File: config.mk
export PLATFORM = sky130hd
export DESIGN_NAME = prog_clk_div
export DESIGN_NICKNAME = d
export VERILOG_FILES = /design/src/rtl/clkdiv_pkg.sv /design/src/rtl/clk_div_chan.sv /design/src/rtl/prog_clk_div.sv
export SDC_FILE = /design/constraint.sdc
export NUM_CORES = 1
export LEC_CHECK = 0
export CORE_ASPECT_RATIO = 1.4
export CORE_UTILIZATION = 48
export DETAILED_ROUTE_END_ITERATION = 8
export MAX_ROUTING_LAYER = met4
export PLACE_DENSITY = 0.62
export SETUP_SLACK_MARGIN = 0.3
export SLEW_MARGIN = 30
export SYNTH_ARGS = -nofsm -noshare
export SYNTH_HDL_FRONTEND = slang
export SYNTH_SLANG_ARGS = --single-unit
File: constraint.sdc
create_clock -name clk -period 5.8 [get_ports clk]
set_input_delay 1.16 -clock clk [delete_from_list [all_inputs] [get_ports clk]]
set_output_delay 1.16 -clock clk [all_outputs]
set_load 0.01 [all_outputs]
File: src/rtl/clkdiv_pkg.sv
// Shared types and constants for the programmable clock divider.
package clkdiv_pkg;

  typedef enum logic [1:0] {
    MODE_OFF    = 2'b00,
    MODE_TOGGLE = 2'b01,
    MODE_PULSE  = 2'b10,
    MODE_DUTY   = 2'b11
  } mode_e;

  localparam int MIN_DIV = 2;

endpackage

File: src/rtl/clk_div_chan.sv
// One divider channel: shadow config, pending flag, period counter and output shaping.
module clk_div_chan
  import clkdiv_pkg::*;
#(
  parameter int W = 16
) (
  input  logic         clk,
  input  logic         rst,
  input  logic         wr,
  input  mode_e        wr_mode,
  input  logic [W-1:0] wr_div,
  input  logic [W-1:0] wr_high,
  input  logic         en,
  input  logic         sync,
  output logic         pending,
  output logic         out,
  output logic         tick
);

  mode_e        act_mode, sh_mode;
  logic [W-1:0] act_div, act_high, sh_div, sh_high;
  logic [W-1:0] cnt;
  logic         run, tc, apply, out_nxt;

  assign run   = en && (act_mode != MODE_OFF);
  assign tc    = run && !sync && (cnt == act_div - W'(1));
  // A disabled, idle or re-phasing channel has no period to finish, so the
  // shadow can land right away; otherwise wait for the period boundary.
  assign apply = pending && (tc || !run || sync);

  // out lags the counter by one cycle, the same way tick lags TC.
  always_comb begin
    out_nxt = 1'b0;
    case (act_mode)
      MODE_TOGGLE: out_nxt = tc ? ~out : out;
      MODE_PULSE:  out_nxt = tc;
      MODE_DUTY:   out_nxt = (cnt < act_high);
      default:     out_nxt = 1'b0;
    endcase
  end

  always_ff @(posedge clk) begin
    if (rst) begin
      act_mode <= MODE_OFF;
      act_div  <= W'(MIN_DIV);
      act_high <= W'(1);
      sh_mode  <= MODE_OFF;
      sh_div   <= '0;
      sh_high  <= '0;
      pending  <= 1'b0;
      cnt      <= '0;
      out      <= 1'b0;
      tick     <= 1'b0;
    end else begin
      if (wr) begin
        sh_mode <= wr_mode;
        sh_div  <= (wr_div < W'(MIN_DIV)) ? W'(MIN_DIV) : wr_div;
        sh_high <= wr_high;
        pending <= 1'b1;
      end
      if (apply) begin
        act_mode <= sh_mode;
        act_div  <= sh_div;
        act_high <= sh_high;
        pending  <= 1'b0;
      end
      if (run && !sync) begin
        cnt  <= tc ? '0 : cnt + W'(1);
        out  <= out_nxt;
        tick <= tc;
      end else begin
        cnt  <= '0;
        out  <= 1'b0;
        tick <= 1'b0;
      end
    end
  end

endmodule

File: src/rtl/prog_clk_div.sv
// Multi-channel programmable clock divider with a shared configuration write port.
module prog_clk_div
  import clkdiv_pkg::*;
#(
  parameter int  NCH = 4,
  parameter int  W   = 16,
  localparam int CW  = (NCH > 1) ? $clog2(NCH) : 1
) (
  input  logic          clk,
  input  logic          rst,
  input  logic          cfg_valid,
  output logic          cfg_ready,
  input  logic [CW-1:0] cfg_ch,
  input  logic [1:0]    cfg_mode,
  input  logic [W-1:0]  cfg_div,
  input  logic [W-1:0]  cfg_high,
  input  logic [NCH-1:0] en,
  input  logic          sync,
  output logic [NCH-1:0] out,
  output logic [NCH-1:0] tick
);

  logic [NCH-1:0] pending, wr;
  logic           in_range, pend_sel;

  always_comb begin
    in_range = (32'(cfg_ch) < NCH);
    pend_sel = 1'b0;
    for (int i = 0; i < NCH; i++) begin
      if (cfg_ch == CW'(i)) pend_sel = pending[i];
    end
  end

  // Out-of-range channel indices are acknowledged and silently discarded.
  assign cfg_ready = !rst && !(in_range && pend_sel);

  always_comb begin
    wr = '0;
    for (int i = 0; i < NCH; i++) begin
      wr[i] = cfg_valid && cfg_ready && (cfg_ch == CW'(i));
    end
  end

  for (genvar g = 0; g < NCH; g++) begin : g_chan
    clk_div_chan #(.W(W)) u_chan (
      .clk     (clk),
      .rst     (rst),
      .wr      (wr[g]),
      .wr_mode (mode_e'(cfg_mode)),
      .wr_div  (cfg_div),
      .wr_high (cfg_high),
      .en      (en[g]),
      .sync    (sync),
      .pending (pending[g]),
      .out     (out[g]),
      .tick    (tick[g])
    );
  end

endmodule

==> flow_summary.html <==
<table>
<tr><th>Metric</th><th>Value</th></tr>
<tr><th colspan="2">Layout</th></tr>
<tr><td>Core Util, Final</td><td>53.90%</td></tr>
<tr><td>Final cell area excluding filler cells</td><td>20750 um2</td></tr>
<tr><td>Combined area of the multi-input logic cells</td><td>10810 um2</td></tr>
<tr><td>Total Nets Final</td><td>2438</td></tr>
<tr><td>Post-layout instance count excluding filler cells</td><td>2876</td></tr>
<tr><td>Fraction of final layout cells sized beyond drive strength 1</td><td>5.442%</td></tr>
<tr><td>Area added between synthesis and finish</td><td>10.36%</td></tr>
<tr><td>Storage element area</td><td>6969 um2</td></tr>
<tr><td>FILL cells</td><td>3734</td></tr>
<tr><th colspan="2">Logic synthesis</th></tr>
<tr><td>Yosys warnings</td><td>0</td></tr>
<tr><td>Sequential fraction of the synthesis area</td><td>37.05%</td></tr>
<tr><td>Post-synthesis instance total</td><td>2387</td></tr>
<tr><td>Primary flip-flop cell chosen by synthesis mapping</td><td>dfxtp_1</td></tr>
<tr><td>Number of enable-type register cells in the synthesized netlist</td><td>0</td></tr>
<tr><td>Post-synth net total</td><td>2499</td></tr>
<tr><td>Post-synthesis cell type with the largest combined area</td><td>dfxtp_1</td></tr>
<tr><td>Area share of the leading cell type in the synthesized netlist</td><td>37.05%</td></tr>
<tr><td>Number of distinct library cell variants in the gate-level netlist after synthesis</td><td>74</td></tr>
<tr><td>Seq cells post-synth</td><td>348</td></tr>
<tr><td>Post-Synthesis Cell Area</td><td>18800 um2</td></tr>
<tr><td>Most area-consuming cells after synthesis</td><td>dfxtp_1 37%, nand2_1 7.3%, a21oi_1 5.8%</td></tr>
<tr><td>Average size of a mapped cell</td><td>7.877 um2</td></tr>
<tr><td>Share of flip-flops with an asynchronous set or reset</td><td>0%</td></tr>
<tr><th colspan="2">Floorplan</th></tr>
<tr><td>Die Outline Area</td><td>39980 um2</td></tr>
<tr><td>Effective utilization at floorplan</td><td>48.84%</td></tr>
<tr><td>Die outline width</td><td>169.3 um</td></tr>
<tr><td>Y dimension of the die</td><td>236.2 um</td></tr>
<tr><td>Placeable core region</td><td>38500 um2</td></tr>
<tr><td>Number of placed I/O pins</td><td>53</td></tr>
<tr><td>Cell Rows</td><td>85</td></tr>
<tr><th colspan="2">Power</th></tr>
<tr><td>Maximum ir drop on the vdd rail</td><td>196.1 uV</td></tr>
<tr><td>Power per cell area</td><td>251.8 nW/um2</td></tr>
<tr><td>Leakage power figure</td><td>6.853 nW</td></tr>
<tr><th colspan="2">Global routing</th></tr>
<tr><td>Vias in the first global route</td><td>15.46k</td></tr>
<tr><td>Met1 GRT Util</td><td>32.21%</td></tr>
<tr><td>Global-route wire length before repair</td><td>82.63 mm</td></tr>
<tr><td>Initial antenna violation count</td><td>2</td></tr>
<tr><td>Met3 Track Usage GR</td><td>2.936%</td></tr>
<tr><td>Overall routing resource usage</td><td>26.75%</td></tr>
<tr><td>Overflow after GRT</td><td>0</td></tr>
<tr><td>Most crowded layer after global routing</td><td>met2</td></tr>
<tr><td>Fraction of met2 tracks used by global routing</td><td>46.15%</td></tr>
<tr><td>Maximum number of pins on one net before global-route repair</td><td>202</td></tr>
<tr><th colspan="2">Clock network</th></tr>
<tr><td>Clock H-tree levels</td><td>2</td></tr>
<tr><td>CTS clock-pin slew for the worst setup and hold paths</td><td>0.06 ns</td></tr>
<tr><td>TritonCTS clock tree</td><td>yes</td></tr>
<tr><td>Number of clock buffers inserted by TritonCTS</td><td>37</td></tr>
<tr><td>Maximum clock path buffer count</td><td>3</td></tr>
<tr><td>Postcts setup bufs</td><td>0</td></tr>
<tr><td>Later-pin clock latency in the skew report</td><td>0.55 ns</td></tr>
<tr><td>Cell at the root of the clock tree</td><td>clkbuf_16</td></tr>
<tr><td>CTS Hold Buffers Added</td><td>0</td></tr>
<tr><td>Number of sinks handled by clock tree synthesis</td><td>348</td></tr>
<tr><td># resized after CTS</td><td>0</td></tr>
<tr><th colspan="2">STA</th></tr>
<tr><td>Fmax</td><td>231.6 MHz</td></tr>
<tr><td>Number of max-slew violations in the final report</td><td>0</td></tr>
<tr><td>Slew at the pin closest to its max-slew limit</td><td>0.9132 ns</td></tr>
<tr><td>Post-route fraction of the period consumed by the critical path</td><td>74.43%</td></tr>
<tr><td>Post-layout min period</td><td>4.317 ns</td></tr>
<tr><td>Setup_tns</td><td>0 ns</td></tr>
<tr><td>Hold violation total from the final report</td><td>0</td></tr>
<tr><td>Skew final</td><td>0.01849 ns</td></tr>
<tr><td>Setup-violating endpoint count in the final report</td><td>0</td></tr>
<tr><td>RSZ-0062 raised after global routing</td><td>false</td></tr>
<tr><td>Relative slew margins</td><td>39.12%</td></tr>
<tr><th colspan="2">Outcome</th></tr>
<tr><td>Run status</td><td>finished, final reports clean</td></tr>
<tr><th colspan="2">Routing</th></tr>
<tr><td>Mean routed wirelength per cell</td><td>18.07 um</td></tr>
<tr><td>Post-route antenna net violation count</td><td>0</td></tr>
<tr><td>Detailed-route wire length</td><td>51.97 mm</td></tr>
<tr><td>Number of search-and-repair iterations in the first detailed-routing pass</td><td>6</td></tr>
<tr><td>Starting DRT DRC Count</td><td>1310</td></tr>
<tr><td>Via count normalized by instance count</td><td>5.683</td></tr>
<tr><td>Detailed-route via count</td><td>16.34k</td></tr>
<tr><td>Number of remaining DRC errors</td><td>0</td></tr>
<tr><th colspan="2">Hold path</th></tr>
<tr><td>Kind of path behind the tightest hold check</td><td>reg -&gt; reg</td></tr>
<tr><th colspan="2">Critical path</th></tr>
<tr><td>Critical path capture point type</td><td>output pin</td></tr>
<tr><td>Crit-path max FO</td><td>3</td></tr>
<tr><td>Path type of the worst setup path</td><td>in -&gt; out</td></tr>
<tr><td>Worst Setup Start Kind</td><td>input pin</td></tr>
<tr><td>Required @ worst endpoint</td><td>4.64 ns</td></tr>
<tr><td>Data arrival time of the critical path</td><td>3.16 ns</td></tr>
<tr><th colspan="2">Placed design</th></tr>
<tr><td>Placed cell areas</td><td>19440 um2</td></tr>
<tr><td>Final estimated routing congestion in global placement</td><td>0.8595</td></tr>
<tr><td>Post-detail-place hpwl</td><td>34.87 mm</td></tr>
<tr><td>Number of placed cells counting well taps</td><td>2809</td></tr>
<tr><td># port buffers</td><td>52</td></tr>
<tr><th colspan="2">Job</th></tr>
<tr><td>Max_cap viols</td><td>0</td></tr>
</table>
==> metal layers <==
metal / vias up / wire length, um
met1: 7797 / 22150
met4: 0 / 1453
met2: 346 / 26050
met5: - / 0
met3: 82 / 2317
li1: 8119 / -
==> sequential cells by signal, indices dropped and copies added, names as in the netlist <==
register / count
g_chan.u_chan.act_high: 64
g_chan.u_chan.pending: 4
g_chan.u_chan.sh_mode: 8
g_chan.u_chan.cnt: 64
g_chan.u_chan.sh_high: 64
g_chan.u_chan.act_div: 64
g_chan.u_chan.sh_div: 64
g_chan.u_chan.act_mode: 8
g_chan.u_chan.tick: 4
g_chan.u_chan.out: 4
==> cell usage after synthesis, types with 4 or more instances <==
master and instances:
nand2_1 367, dfxtp_1 348, a21oi_1 217, nor2_1 205, clkbuf_1 150, nand2b_1 144
nor3_1 105, nand3_1 104, inv_1 83, xnor2_1 72, mux2i_1 69, ha_1 68
o311ai_0 65, xor2_1 58, nor3b_1 34, nand4_1 31, o21ai_0 20, a211oi_1 17
a21o_1 17, o211ai_1 15, nor4_1 14, and2_1 11, buf_4 11, or4_1 11
and3_1 10, nor2b_1 9, nand3b_1 7, nand4b_1 7, a2111oi_0 6, buf_2 6
o21a_1 6, or3_1 6, or3b_2 6, a211o_1 5, a31o_2 5, a31oi_1 5
nor4b_1 5, o31ai_1 4
==> cell usage in the layout (no fill, tap or decap), types with 11 or more instances in the layout <==
cell type	count
xnor2_1	72
mux2i_1	69
a21o_1	17
buf_4	23
nor2_1	204
or4_1	11
nand3_1	104
nand4_1	31
o311ai_0	65
o21ai_0	20
o211ai_1	15
xor2_1	58
nand2b_1	144
nor3_1	105
nor3b_1	34
inv_1	83
a211oi_1	17
clkbuf_16	39
clkdlybuf4s50_1	51
dfxtp_1	346
a21oi_1	217
nand2_1	365
nor4_1	11
ha_1	68
==> power by group <==
part | internal [W] | switching, W
combinational | 0.0000924 | 0.000177
clock | 0.00152 | 0.00101
sequential | 0.00241 | 0.0000153
==> worst max-delay path, cell delays in order <==
cell and delay, ns:
clkdlybuf4s50_1 0.55, mux4_2 0.54, nor2_1 0.30, clkdlybuf4s50_1 0.60
==> final cells by class <==
class	instances	share of cell area, %
multi-input combinational	1780	52.07
sequential	348	33.59
clock buffer	48	5.107
timing repair buffer	76	3.461
tap	522	3.148
inverter	83	1.501
clock inverter	17	1.097
antenna	2	0.02412
==> cell families (layout without fill, tap and decap cells) <==
kind of cell,Yosys count,in the layout,share of synthesized area [%]
adder cells (fa/ha/maj),68,68,4.525
AO/OA/AOI/OAI,415,415,14.29
multiplexers,70,70,3.793
flip-flops,348,348,37.05
buffers and inverters,259,224,5.810
XOR/XNOR,130,130,6.056
AND/OR/NAND/NOR,1097,1097,28.47
other,0,2,0
==> path summary, 6_finish.rpt <==
kind                                            start                                       end  slack, ns  cells after the start
max                                         cfg_ch[0]                                 cfg_ready       1.48                      4
min          g_chan[2].u_chan.sh_high[0]$_SDFFE_PP0P_  g_chan[2].u_chan.sh_high[0]$_SDFFE_PP0P_       0.45                      2
max reg2reg  g_chan[1].u_chan.act_div[0]$_SDFFE_PP0P_  g_chan[1].u_chan.act_div[8]$_SDFFE_PP0P_       1.83                     10
min reg2reg  g_chan[2].u_chan.sh_high[0]$_SDFFE_PP0P_  g_chan[2].u_chan.sh_high[0]$_SDFFE_PP0P_       0.45                      2
==> stage by stage <==
stage / hold slack [ns] / total power, W / setup slack (ns)
floorplan: 0.4315 / 0.002638 / 2.117
global placement: 0.4386 / 0.002745 / 1.561
detailed placement: 0.4472 / 0.002749 / 1.516
CTS: 0.4558 / 0.005271 / 1.514
global route: 0.4704 / 0.005387 / 1.488
finish: 0.4527 / 0.005225 / 1.483
Note: power is estimated with default switching activity, not from simulation.
